--- src/rtl/md5_padder.sv ---
// md5_padder: MD5 padding front end that packs a byte stream into 512-bit blocks emitted as four 128-bit quarters.
// Optional feature MD5_PAD_BYTESWAP_EN: byte-reverse each 32-bit word of data_o (RFC 1321 little-endian words).
module md5_padder #(
    parameter int CNT_W = 61
) (
    input  logic         clk,
    input  logic         reset,
    input  logic         in_valid,
    output logic         in_ready,
    input  logic [7:0]   in_data,
    input  logic         in_keep,
    input  logic         in_last,
    input  logic         out_ready,
    output logic [127:0] data_o,
    output logic         en1,
    output logic         en2,
    output logic         en3,
    output logic         en4,
    output logic         blk_last,
    output logic         busy
);
    typedef enum logic [1:0] {
        S_IDLE = 2'd0,
        S_LOAD = 2'd1,
        S_PAD  = 2'd2,
        S_EMIT = 2'd3
    } state_t;

    state_t           state_r;
    logic [511:0]     buf_r;          // byte 0 sits at [511:504]
    logic [5:0]       idx_r;
    logic [CNT_W-1:0] cnt_r;
    logic             need_len_r;     // 0x80 already written, only zero fill remains
    logic             last_blk_r;
    logic             ret_pad_r;
    logic             active_r;
    logic [2:0]       q_r;
    logic             in_ready_r;
    logic [127:0]     data_r;
    logic             en1_r;
    logic             en2_r;
    logic             en3_r;
    logic             en4_r;
    logic             blk_last_r;
    logic             busy_r;

    logic             xfer_s;
    logic [8:0]       wpos_s;
    logic [8:0]       qpos_s;
    logic [7:0]       pad_byte_s;
    logic [63:0]      bitlen_s;

    // Length bytes in RFC 1321 order: least significant byte lands at buffer byte 56.
    function automatic logic [63:0] len_bytes(input logic [63:0] len);
        return {len[7:0],   len[15:8],  len[23:16], len[31:24],
                len[39:32], len[47:40], len[55:48], len[63:56]};
    endfunction

    // Output byte order of one quarter.
    function automatic logic [127:0] out_order(input logic [127:0] q);
`ifdef MD5_PAD_BYTESWAP_EN
        return {q[103:96], q[111:104], q[119:112], q[127:120],
                q[71:64],  q[79:72],   q[87:80],   q[95:88],
                q[39:32],  q[47:40],   q[55:48],   q[63:56],
                q[7:0],    q[15:8],    q[23:16],   q[31:24]};
`else
        return q;
`endif
    endfunction

    // Handshake, buffer addressing, pad byte and bit length.
    always_comb begin
        xfer_s     = in_valid & in_ready_r;
        wpos_s     = {~idx_r, 3'b000};
        qpos_s     = {~q_r[1:0], 7'b0000000};
        pad_byte_s = need_len_r ? 8'h00 : 8'h80;
        bitlen_s   = 64'(cnt_r) << 3'd3;
    end

    // Padder state machine with registered outputs.
    always_ff @(posedge clk) begin
        if (!reset) begin
            state_r    <= S_IDLE;
            buf_r      <= 512'd0;
            idx_r      <= 6'd0;
            cnt_r      <= '0;
            need_len_r <= 1'b0;
            last_blk_r <= 1'b0;
            ret_pad_r  <= 1'b0;
            active_r   <= 1'b0;
            q_r        <= 3'd0;
            in_ready_r <= 1'b0;
            data_r     <= 128'd0;
            en1_r      <= 1'b0;
            en2_r      <= 1'b0;
            en3_r      <= 1'b0;
            en4_r      <= 1'b0;
            blk_last_r <= 1'b0;
            busy_r     <= 1'b0;
        end else begin
            case (state_r)
                S_IDLE, S_LOAD: begin
                    in_ready_r <= 1'b1;
                    if (xfer_s && (in_keep || in_last)) begin
                        state_r    <= S_LOAD;
                        busy_r     <= 1'b1;
                        need_len_r <= 1'b0;
                        if (in_keep) begin
                            buf_r[wpos_s +: 8] <= in_data;
                            idx_r              <= idx_r + 6'd1;
                            cnt_r              <= cnt_r + CNT_W'(1);
                        end
                        // A full block always goes out first, even when it carries the last byte
                        if (in_keep && (idx_r == 6'd63)) begin
                            state_r    <= S_EMIT;
                            in_ready_r <= 1'b0;
                            last_blk_r <= 1'b0;
                            ret_pad_r  <= in_last;
                        end else if (in_last) begin
                            state_r    <= S_PAD;
                            in_ready_r <= 1'b0;
                        end
                    end
                end
                S_PAD: begin
                    buf_r[wpos_s +: 8] <= pad_byte_s;
                    need_len_r         <= 1'b1;
                    idx_r              <= idx_r + 6'd1;
                    if (idx_r == 6'd55) begin
                        buf_r[63:0] <= len_bytes(bitlen_s);
                        state_r     <= S_EMIT;
                        last_blk_r  <= 1'b1;
                    end else if (idx_r == 6'd63) begin
                        state_r    <= S_EMIT;
                        last_blk_r <= 1'b0;
                        ret_pad_r  <= 1'b1;
                    end
                end
                S_EMIT: begin
                    if (!active_r) begin
                        if (out_ready) begin
                            active_r   <= 1'b1;
                            q_r        <= 3'd1;
                            data_r     <= out_order(buf_r[511:384]);
                            en1_r      <= 1'b1;
                            blk_last_r <= last_blk_r;
                        end
                    end else if (q_r != 3'd4) begin
                        data_r <= out_order(buf_r[qpos_s +: 128]);
                        q_r    <= q_r + 3'd1;
                        en1_r  <= 1'b0;
                        en2_r  <= (q_r == 3'd1);
                        en3_r  <= (q_r == 3'd2);
                        en4_r  <= (q_r == 3'd3);
                    end else begin
                        // Strobes end here; in_ready stays low through the en4 cycle
                        en4_r      <= 1'b0;
                        active_r   <= 1'b0;
                        q_r        <= 3'd0;
                        blk_last_r <= 1'b0;
                        if (last_blk_r) begin
                            state_r    <= S_IDLE;
                            idx_r      <= 6'd0;
                            cnt_r      <= '0;
                            last_blk_r <= 1'b0;
                            ret_pad_r  <= 1'b0;
                            in_ready_r <= 1'b1;
                            busy_r     <= 1'b0;
                        end else if (ret_pad_r) begin
                            state_r <= S_PAD;
                        end else begin
                            state_r    <= S_LOAD;
                            in_ready_r <= 1'b1;
                        end
                    end
                end
                default: begin
                    state_r <= S_IDLE;
                end
            endcase
        end
    end

    assign in_ready = in_ready_r;
    assign data_o   = data_r;
    assign en1      = en1_r;
    assign en2      = en2_r;
    assign en3      = en3_r;
    assign en4      = en4_r;
    assign blk_last = blk_last_r;
    assign busy     = busy_r;

endmodule

--- config.mk ---
export PLATFORM = sky130hd
export DESIGN_NAME = md5_padder
export DESIGN_NICKNAME = d
export VERILOG_FILES = /design/src/rtl/md5_padder.sv
export SDC_FILE = /design/constraint.sdc
export NUM_CORES = 2
export LEC_CHECK = 0
export BUFFER_PORTS_ARGS = -buffer_cell sky130_fd_sc_hd__buf_2
export CAP_MARGIN = 15
export CELL_PAD_IN_SITES_DETAIL_PLACEMENT = 0
export CELL_PAD_IN_SITES_GLOBAL_PLACEMENT = 2
export CORE_MARGIN = 5
export CORE_UTILIZATION = 34
export CTS_BUF_LIST = sky130_fd_sc_hd__clkbuf_16
export CTS_CLUSTER_DIAMETER = 30
export DETAILED_ROUTE_END_ITERATION = 8
export GPL_TIMING_DRIVEN = 0
export PLACE_DENSITY_LB_ADDON = 0.1
export REMOVE_ABC_BUFFERS = 1
export SETUP_SLACK_MARGIN = 0.02
export SYNTH_ARGS = -nofsm -noshare
export SYNTH_HDL_FRONTEND = slang
export SYNTH_SLANG_ARGS = --single-unit
--- constraint.sdc ---
create_clock -name clk -period 2.6 [get_ports clk]
set_clock_uncertainty 0.05 [all_clocks]
set_input_delay 0.13 -clock clk [delete_from_list [all_inputs] [get_ports clk]]
set_output_delay 0.13 -clock clk [all_outputs]
set_load 0.05 [all_outputs]
## After elaboration in Yosys (flattened, before gate mapping)

Cells that the tools add are included.

- Bits in registers: 723
- Input bits: 14

- Bitwise operators: 3
- Equality and inequality tests: 21
- Reduce and logical (&&, ||, !) cells: 22
- Shifts and indexed selects: 4
- Add/sub/neg operators: 4
- Muxes and demuxes: 71

Operators by type and width:

| operator | count |
|---|---|
| $bwmux W512 | 2 |
| $mux W512 | 2 |
| $pmux W512 S2 | 1 |
| $shiftx A8 B11 Y512 | 2 |
| $shift A8 B11 Y512 const A | 1 |
| $shiftx A512 B10 Y128 | 1 |
| $mux W128 | 3 |
| $mux W61 | 5 |
| $pmux W61 S2 | 1 |
| $mux W64 | 1 |
| $add A61 B1 Y61 const B | 1 |
| $mux W1 | 31 |
| $mux W6 | 5 |
| $mux W2 | 9 |
| $ne A2 B2 Y1 const B | 9 |
| $pmux W6 S3 | 1 |
| $reduce_and A5 Y1 | 3 |
| $eq A6 B6 Y1 const B | 2 |
| $reduce_and A3 Y1 | 4 |
| $neg A9 Y11 | 1 |
| $mux W3 | 3 |
| $ne A3 B3 Y1 const B | 3 |
| $mux W8 | 1 |
| $reduce_and A4 Y1 | 2 |
| 21 further kinds | 31 |

## Logic depth before layout (Yosys ltp)

- Word-level depth: 7
- Depth in mapped cells: 12
- Gate-level depth less buffers: 8

## Worst setup path before layout

Ideal clock, no wire load.

- Kind: register -> register
- From: register idx_r[0]
- To: register buf_r[0]
- Stages on the path, launching flop included: 9
- Arrival time: 2426 ps
- Period minus slack after synthesis: 2595 ps
- Setup time: 119 ps
- Data required time: 2431 ps
- Slack: 5 ps
- Path through: dfxtp_1 clkinv_1 ha_1 clkbuf_1 nand2b_1 nor4_4 o21ai_1 a22oi_1 nor2b_1

- Word-level cells in the longest chain between the ends: 7
- Elaborated cells between the ends (all ways): 12
- Those cells by class: add/sub (1); eq/ne (1); shift (3); mux (6); bitwise (1)

Ends and longest elaborated chain:

| what | RTL line | source |
|---|---|---|
| from (decl) | 31 | `logic [5:0] idx_r;` |
| from (signal assigned) | 110 | `idx_r <= idx_r + 6'd1;` |
| from (signal assigned) | 128 | `idx_r <= idx_r + 6'd1;` |
| $not A6 Y6 | 74 | `wpos_s = {~idx_r, 3'b000};` |
| $neg A9 Y11 | 109, 126 |  |
| $shiftx A8 B11 Y512 or $shift A8 B11 Y512 (tied branches) | 109, 126 |  |
| $bwmux W512 | 109 | `buf_r[wpos_s +: 8] <= in_data;` |
| $mux W512 | 108 | `if (in_keep) begin` |
| $mux W512 | 104 | `if (xfer_s && (in_keep \|\| in_last)) begin` |
| $pmux W512 S2 * | 101 | `case (state_r)` |
| to (signal, indexed assignment) | 109 |  |
| to (signal, indexed assignment) | 126 | `buf_r[wpos_s +: 8] <= pad_byte_s;` |
| to (signal assigned) | 130 | `buf_r[63:0] <= len_bytes(bitlen_s);` |
| to (decl) | 30 | `logic [511:0] buf_r;` |

Every way passes the cells marked *; elsewhere a longest branch is shown, timed or not. The select of a mux whose other input is x is not followed.
A chain may end at the register's enable or synchronous reset.

## Worst setup path after layout

- From: register idx_r[0]
- To: register buf_r[73]

- Word-level cells in the longest chain between the ends: 7
- Elaborated cells between the ends (all ways): 10
- Those cells by class: add/sub (1); shift (3); mux (5); bitwise (1)

Ends and longest elaborated chain:

| what | RTL line |
|---|---|
| $not A6 Y6 * | 74 |
| $neg A9 Y11 * | 109, 126 |
| $shiftx A8 B11 Y512 or $shift A8 B11 Y512 (tied branches) | 109, 126 |
| $bwmux W512 | 109 |
| $mux W512 | 108 |
| $mux W512 | 104 |
| $pmux W512 S2 * | 101 |

Marks and branches as above.

==> summary.md <==
| Metric | Value |
|---|---|
| Core region area | ~93,000 um^2 |
| GRT Residual Overflow | 0 |
| Post-Syn Area | roughly 32,000 um^2 |
| Tmin final | 2550 ps |
| Most common library cells after synthesis | dfxtp_1, nand3_1, nor2_1 |
| Gpl congestion | around 0.82 |
| Tightest Hold Check Type | input pin to register |
| Inserted Diodes | 0 |
| Worst-Margin Slew | between 800 and 900 ps |
| Vias in the first global route | roughly 30,000 |
| Most common cell in the synthesized netlist | dfxtp_1 |
| Clock Path Buffers | 3 |
| Number of max-cap violations | 0 |
| IO Count | 149 |
| Post-synthesis register bit count | between 700 and 800 |
| Via count | between 20,000 and 30,000 |
| Initial antenna violation count | 1 |
| Wire per inst | roughly 22 um |
| Asr flop ratio synth | 0% |
| CTS root buf | clkbuf_16 |
| Post-synth top area cell | dfxtp_1 |
| Die span in x | 316 um |
| Clk_lat worst skew | between 700 and 800 ps |
| Primary FF master, synth | dfxtp_1 |
| Port bufs | 148 |
| Maximum vdd ir drop | approximately 0.72 mV |
| Fin cells | ~5,400 |
| Post-DP Area | approximately 34,000 um^2 |
| Post-Syn Instances | roughly 3,700 |
| H-Tree Depth | 4 |
| Worst-path fanout max | 15 |
| Relative slew slack | between 40% and 50% |
| Die area | approximately 100,000 um^2 |
| CTS tree | done |
| Area delta synth->final | 37.2% |
| Layout cells sized above 1 | 26.2% |
| Max-slew violation count | 0 |
| Startpoint types | register |
| Pwr Density | 806 nW/um^2 |
| Total CTS buffers | a little under 200 |
| Post-synth cell types | 73 |
| Iter 0 DRT Violations | approximately 1,800 |
| Final hold viol count | 0 |
| CP Launch Point | idx_r[0]$_SDFFE_PN0P_ |
| Outcome | complete, no violations |
| Setup violators final | 0 |
| NumNets Final | 3,996 |
| Sequential fraction of the synthesis area | a little under half |
| First-pass GRT wire length | about 180,000 um |
| Post-Syn Area per Cell | 8.51 um^2 |
| WP data arrival | around 3200 ps |
| FF-to-FF setup slack | approximately 45 ps |
| CP endpoint kind | register |
| Lkg Pwr | about 16 nW |
| Reg2reg start | idx_r[0]$_SDFFE_PN0P_ |
| Post-synth top area share | between 40% and 50% |
| Achievable Freq | 391 MHz |
| Initial core utilization | between 30% and 40% |
| Setup TNS Final | 0 ps |
| Area contributors post-synth | dfxtp_1, nand3_1, mux2_2 |
| Gr usage total | a little under a quarter |
| Hold slack | approximately 280 ps |
| CTS sink count | between 700 and 800 |
| RSZ-0062 raised after global routing | yes |
| Capturing point of the worst reg2reg path | buf_r[73]$_SDFFE_PN0P_ |
| Design Area, Final | 43,800 um^2 |
| Post-Place Cells | 4,865 |
| Setup CP Type | register to register |
| Worst Reg-to-Reg Cells | 8 |
| Number of remaining DRC errors | 0 |
| Worst-path clk slew | approximately 40 ps |
| CP required | approximately 3200 ps |
| Row Count | around 110 |
| Period Utilization, post-route | 98.3% |
| Pin count of the biggest net entering global routing | ~170 |
| Total iterations of the first detailed-routing run | 5 |
| Post-DRT Antenna Nets | 0 |
| Worst setup path end | buf_r[73]$_SDFFE_PN0P_ |
| Vert. Die Dim | roughly 320 um |
| Final Routed Wirelength | roughly 120,000 um |
| Number of synthesis warnings | 0 |
| Post-synth EDFFs | 0 |
| Routed vias/inst | 5.48 |
| HPWL after DPL | just over 70,000 um |
## timing repair
| item | 4_1_cts | 5_1_grt |
|---|---|---|
| pin swaps | 47 | 29 |
| gates cloned | 7 | 8 |
| endpoints found under the setup margin | 700 | 494 |
| hold buffers | 15 | 0 |
| setup buffers | 89 | 46 |
| endpoints found under the hold margin | 207 | 0 |
| gates resized for setup | 233 | 74 |
## cell families after synthesis
kind of cell | share of synthesized area [%]
fa+ha+maj | 0.392
buf+inv | 4.48
mux | 6.31
xor+xnor | 1.53
flops | 45.4
simple gates | 21.7
compound gates | 20.2
## worst min-delay path by stage
| stage | depth (start not counted) | slack, ps | from | endpoint |
|---|---|---|---|---|
| 3_5_place_dp | 2 | 390 | buf_r[259]$_SDFFE_PN0P_ | buf_r[259]$_SDFFE_PN0P_ |
| 3_3_place_gp | 2 | 380 | buf_r[259]$_SDFFE_PN0P_ | buf_r[259]$_SDFFE_PN0P_ |
| 5_1_grt | 4 | 310 | in_data[3] | buf_r[243]$_SDFFE_PN0P_ |
| 2_1_floorplan | 1 | 200 | reset | state_r[1]$_SDFFE_PN0P_ |
| 4_1_cts | 5 | 230 | out_ready | en1$_SDFFE_PN0P_ |
| 6_report | 5 | 280 | out_ready | en1$_SDFFE_PN0P_ |
## cell usage in the layout, fill, tap and decap left out, types with 22 or more instances in the layout
master and count:
a21oi_1 171, dfxtp_1 711, a211oi_1 99, clkinv_2 31, o21ai_1 48, o21ai_0 271, a22oi_1 24, clkinv_1 39
buf_2 147, mux2_2 128, xnor2_1 42, nand4_1 35, buf_16 28, a31o_2 87, o22ai_1 128, nand3_1 322
a21boi_1 28, nor3_1 34, nor2_1 312, nand2_1 303, buf_4 96, a211oi_2 28, inv_1 64, nor2b_1 176
mux2i_1 57, nor3_4 22, nand3_4 32, buf_12 42, clkbuf_16 196
## layout make-up
| type | count | area (um^2) |
|---|---|---|
| Timing Repair Buffer | 350 | 3610 |
| Multi-Input combinational cell | 2676 | 17700 |
| Clock buffer | 194 | 4850 |
| Timing Repair inverter | 1 | 11.3 |
| Tap cell | 1254 | 1570 |
| Inverter | 26 | 131 |
| Clock inverter | 155 | 1400 |
| Sequential cell | 723 | 14500 |
| Fill cell | 8814 | 49400 |
## routing by layer
layer | up-vias | global-route usage, % | routed length, um
li1 | 14000 | - | -
met1 | 14400 | 29.7 | 52000
met2 | 872 | 38.7 | 57200
met3 | 226 | 4.16 | 6200
met4 | 0 | 7.96 | 3600
met5 | - | 0 | 0
## worst max-delay path, stage by stage, from the launching register on
cell	delay [ps]
dfxtp_4	410
ha_4	220
buf_12	120
xor2_4	250
buf_4	170
buf_4	110
and2_1	370
nand3_2	350
a31o_2	360
## registers in the layout (all words and copies together) (netlist names), 2 cells and up
name,cells
idx_r,6
data_o,128
cnt_r,61
state_r,2
q_r,3
buf_r,512
## power breakdown
group	internal [mW]	switching, mW	leakage [nW]
clock network	15.4	7.11	3.21
logic	0.463	1.09	6.55
registers	11.2	0.0359	5.83
total	27.0	8.24	15.6
## per-stage QoR
stage | setup WS, ps | utilization (%) | total power [mW]
after global routing | -68.9 | 47.0 | 36.4
final | 45.1 | 47.0 | 35.3
after CTS | -54.1 | 45.9 | 35.5
after global placement | -18370 | 35.3 | 12.5
after floorplan | -6340 | - | 11.8
after detailed placement | -2030 | 36.5 | 12.6
Note: power is estimated with default switching activity, not from simulation.
